## src/rtl/param_sync_fifo.sv

```systemverilog
// Single-clock FIFO with registered count, full/empty/almost flags and overflow/underflow pulses.
// Define FIFO_FWFT_EN for first-word fall-through reads; default is a registered 1-cycle-latency read.
module param_sync_fifo #(
    parameter int DATA_W    = 16,
    parameter int ADDR_W    = 8,
    parameter int AFULL_TH  = (2**ADDR_W) - 4,
    parameter int AEMPTY_TH = 4
) (
    input  logic              i_sys_clk,
    input  logic              i_rst,
    input  logic [DATA_W-1:0] i_din,
    input  logic              i_wr_en,
    input  logic              i_rd_en,
    output logic [DATA_W-1:0] o_dout,
    output logic              o_empty,
    output logic              o_full,
    output logic              o_almost_empty,
    output logic              o_almost_full,
    output logic [ADDR_W:0]   o_count,
    output logic              o_overflow,
    output logic              o_underflow
);
    localparam int              DEPTH     = 2**ADDR_W;
    localparam logic [ADDR_W:0] LP_DEPTH  = (ADDR_W+1)'(DEPTH);
    localparam logic [ADDR_W:0] LP_AFULL  = (ADDR_W+1)'(AFULL_TH);
    localparam logic [ADDR_W:0] LP_AEMPTY = (ADDR_W+1)'(AEMPTY_TH);

    logic [DATA_W-1:0] r_mem [DEPTH];
    logic [ADDR_W-1:0] r_wr_ptr;
    logic [ADDR_W-1:0] r_rd_ptr;
    logic [ADDR_W:0]   r_count;
    logic              r_overflow;
    logic              r_underflow;

    logic w_empty;
    logic w_full;
    logic w_wr_acc;
    logic w_rd_acc;

    assign w_empty  = (r_count == '0);
    assign w_full   = (r_count == LP_DEPTH);
    // Acceptance looks only at pre-edge flags, so a simultaneous pop never frees room for a push on full.
    assign w_wr_acc = i_wr_en & ~w_full;
    assign w_rd_acc = i_rd_en & ~w_empty;

    always_ff @(posedge i_sys_clk) begin
        if (!i_rst && w_wr_acc) begin
            r_mem[r_wr_ptr] <= i_din;
        end
    end

    always_ff @(posedge i_sys_clk) begin
        if (i_rst) begin
            r_wr_ptr    <= '0;
            r_rd_ptr    <= '0;
            r_count     <= '0;
            r_overflow  <= 1'b0;
            r_underflow <= 1'b0;
        end else begin
            r_overflow  <= i_wr_en & w_full;
            r_underflow <= i_rd_en & w_empty;
            if (w_wr_acc) begin
                r_wr_ptr <= r_wr_ptr + 1'b1;
            end
            if (w_rd_acc) begin
                r_rd_ptr <= r_rd_ptr + 1'b1;
            end
            case ({w_wr_acc, w_rd_acc})
                2'b10:   r_count <= r_count + 1'b1;
                2'b01:   r_count <= r_count - 1'b1;
                default: r_count <= r_count;
            endcase
        end
    end

`ifdef FIFO_FWFT_EN
    assign o_dout = w_empty ? '0 : r_mem[r_rd_ptr];
`else
    logic [DATA_W-1:0] r_dout;

    always_ff @(posedge i_sys_clk) begin
        if (i_rst) begin
            r_dout <= '0;
        end else if (w_rd_acc) begin
            r_dout <= r_mem[r_rd_ptr];
        end
    end

    assign o_dout = r_dout;
`endif

    assign o_empty        = w_empty;
    assign o_full         = w_full;
    assign o_almost_empty = (r_count <= LP_AEMPTY);
    assign o_almost_full  = (r_count >= LP_AFULL);
    assign o_count        = r_count;
    assign o_overflow     = r_overflow;
    assign o_underflow    = r_underflow;

endmodule
```

## config.mk

```make
export PLATFORM = sky130hd
export DESIGN_NAME = param_sync_fifo
export DESIGN_NICKNAME = d
export VERILOG_FILES = /design/src/rtl/param_sync_fifo.sv
export SDC_FILE = /design/constraint.sdc
export NUM_CORES = 2
export LEC_CHECK = 0
export CELL_PAD_IN_SITES_DETAIL_PLACEMENT = 0
export CELL_PAD_IN_SITES_GLOBAL_PLACEMENT = 2
export CORE_ASPECT_RATIO = 1.5
export CORE_MARGIN = 5
export CORE_UTILIZATION = 51
export DETAILED_ROUTE_END_ITERATION = 16
export GPL_TIMING_DRIVEN = 0
export PLACE_DENSITY_LB_ADDON = 0.08
export SYNTH_ARGS = -nofsm -noshare
export SYNTH_HDL_FRONTEND = slang
export SYNTH_SLANG_ARGS = --single-unit
```

## constraint.sdc

```tcl
create_clock -name i_sys_clk -period 5.7 [get_ports i_sys_clk]
set_clock_uncertainty 0.1 [all_clocks]
set_input_delay 1.71 -clock i_sys_clk [delete_from_list [all_inputs] [get_ports i_sys_clk]]
set_output_delay 1.71 -clock i_sys_clk [all_outputs]
set_load 0.01 [all_outputs]
```

==> impl_metrics.csv <==
group,metric,value,unit
outcome,status,"finished with violations",
outcome,failed_checks,"max-capacitance violations, max-slew violations, negative setup slack",
synthesis,yosysMostFrequentCell,"edfxtp_1",
setup_path,crit_top_cell,"buf_2",
global_route,grt_max_degree,149,
min_path,min_from,"o_count[7]",
timing,tns,-4590,ps
die,die_h,695,µm
synthesis,yosysSeqAreaShare,77.7,%
synthesis,ys_ff_latch,4139,
setup_path,crit_chain,"buf_2, buf_2, buf_2, clkbuf_2, buf_12, nand2_1, o211ai_1, a221oi_2, buf_6, a31oi_2, a221o_1",
routing,ant_nets,0,
setup_path,critPathCaptureType,"register",
routing,wl,812,mm
clock_network,ctsHtreeMaxLevel,5,
global_route,grtUsageMet3,20.2,%
clock_network,cts_root_buffer,"clkbuf_16",
final_layout,drive_gt1_share,31.1,%
synthesis,synthArstFlopShare,0,%
final_layout,area_delta_synth_final,16.7,%
setup_path,cp_slowest_stage_delay,970,ps
die,core-area,0.312,mm²
job,maxCapViolCount,12,
global_route,grt_use_total,49.8,%
synthesis,synthTopCellsByArea,"edfxtp_1 77%, mux4_2 14%, mux2i_1 1.9%",
global_route,antenna_found_initial,138,
placed_design,dp.final_hpwl,551,mm
timing,fin_ws,-395,ps
power_and_ir_drop,p_total,80.0,mW
global_route,grt_overflow,0,
setup_path,critPathLaunchType,"register",
timing,hold_violations,0,
setup_path,r2r_cells,11,
global_route,grt_use_met1,57.4,%
die,row_count,251,
setup_path,critPathLaunch,"r_rd_ptr[2]",
clock_network,hold_buffers,0,
clock_network,cts_num_sinks,4139,
synthesis,synth_top_area_cell,"edfxtp_1",
die,dieArea,0.324,mm²
placed_design,pre_cts_ws,-2130,ps
synthesis,netlist_area,0.159,mm²
synthesis,synth_cell_types,85,
timing,min_period,6090,ps
clock_network,cts_tree,"built",
synthesis,yosysWarnings,0,
synthesis,synthTopCellsByCount,"4096 x edfxtp_1, 995 x mux4_2, 329 x nor2_1",
power_and_ir_drop,p_leak,57.4,nW
setup_path,worst_ep_arrival_time,6820,ps
synthesis,ys.flop_type,"edfxtp_1",
global_route,busiest_layer,"met2",
routing,drtIter0Drc,20804,
global_route,grt_pass1_wl,996,mm
timing,tightest_slew,1690,ps
routing,viasPerCell,7.73,
die,num_io_pins,51,
die,die_x,467,µm
clock_network,post_cts_buffers,0,
setup_path,timing.rr.end,"o_dout[8]",
routing,drc,0,
synthesis,synth_top_area_share,77.1,%
setup_path,crit_slowest_cell,"o211ai_1",
synthesis,synth_edf_count,4096,
min_path,hold-path-endpoint,"o_count[7]",
routing,dr.pass1.iters,8,
die,initial_core_util,51.2,%
global_route,grt_pass1_vias,86155,
timing,holdWs,424,ps
setup_path,r2r_slack,-390,ps
placed_design,dp_cells,11714,
synthesis,syn_inst,7190,
setup_path,crit_fanout,10,
clock_network,clock_path_buffers,4,
clock_network,worstSkewPairLatency,980,ps
placed_design,gp_congestion,1.07,
final_layout,nets,7961,
synthesis,syn_nets,7224,
power_and_ir_drop,vdd_drop_max,368,µV
setup_path,required,6420,ps
timing,relSlewSlack,-12.9,%
placed_design,portBuffers,50,
min_path,hold_depth,2,
timing,fin_crit_sh,107,%
power_and_ir_drop,powerDensity,430,mW/mm²
setup_path,critical_path_class,"reg -> reg",
timing,drv_slew,77,
global_route,met2_usage,69.2,%
clock_network,cts_buffers,392,
setup_path,r2r-start,"r_rd_ptr[2]",
final_layout,fin_cells,12554,
clock_network,clkTransAtPathRegs,70,ps
routing,routed-via-count,97060,
min_path,hold_path.class,"reg -> reg",
routing,avgRoutedWirePerCell,64.7,µm
timing,fmax,0.164,GHz
synthesis,avgSynthCellArea,22.2,µm²
timing,setup-violations-final,16,
[registers in the layout, indices dropped and copies added (netlist names)]
signal       cells
o_count          9
o_dout          16
o_overflow       1
o_underflow      1
r_mem         4096
r_rd_ptr         8
r_wr_ptr         8
[kinds of logic after synthesis]
family,Yosys count,share of synthesized area [%]
DFF,4139,77.7
xor gates and xnor gates,20,0.110
buffers and inverters,432,1.53
muxes,1321,16.2
and+or+nand+nor,677,1.81
adders and majority gates,14,0.115
AOI/OAI and AO/OA,587,2.58
[placed cells by master, fill, tap and decap left out, drive strengths merged, types with 102 or more instances in the layout]
master | Yosys | final
a21oi | 102 | 102
buf | 255 | 559
clkbuf | 162 | 637
clkinv | 2 | 178
diode | 0 | 135
edfxtp | 4096 | 4096
mux2i | 302 | 302
mux4 | 1000 | 1000
nand2 | 193 | 193
nor2 | 329 | 329
[worst max-delay path, delay by kind of cell, from the launching register on]
kind | cells | cell delay [ps]
buf+inv | 6 | 2800
simple gates | 1 | 380
compound gates | 4 | 1890
flops | 1 | 660
[how the worst max path moves through the flow]
stage,to,cells past startpoint
finish,o_dout[8],11
global route,o_dout[3],10
CTS,o_dout[9],11
detailed placement,o_dout[7],11
global placement,r_mem[34][11],1
floorplan,o_count[8],11
[routing by layer]
metal	up-vias	share of wire, %
met5	-	0.044
met4	46	13
met3	2830	15
met2	10402	42
met1	51629	30
li1	32153	-
[cell type report]
type / instances / area (µm²)
Clock buffer: 471 / 10300
Tap cell: 4174 / 5220
Multi-Input combinational cell: 2619 / 34700
Antenna cell: 135 / 338
Inverter: 15 / 56.3
Buffer: 410 / 2760
Timing Repair Buffer: 350 / 6710
Sequential cell: 4139 / 124000
Clock inverter: 241 / 2180
Fill cell: 22448 / 125000
[metrics by stage]
| stage | area (µm²) | utilization, % |
|---|---|---|
| 6_report | 186000 | 59.7 |
| 5_1_grt | 186000 | 59.6 |
| 4_1_cts | 186000 | 59.6 |
| 3_5_place_dp | 173000 | 55.5 |
| 3_3_place_gp | 165000 | 53.0 |
| 2_1_floorplan | 159000 | - |
[timing repair]
| item | CTS | global route |
|---|---|---|
| pin swaps | 1 | 0 |
| resized for setup | 94 | 14 |
| hold endpoints to repair | 0 | 0 |
| setup endpoints to repair | 179 | 87 |
[where the power goes]
group          leakage (nW)  internal [mW]  switching, mW  total (mW)
clock network          6.10           14.4           12.1        26.5
logic                  14.1           5.78           14.0        19.8
registers              37.2           33.5          0.185        33.7
total                  57.4           53.7           26.3        80.0
(Power assumes the default switching activity.)
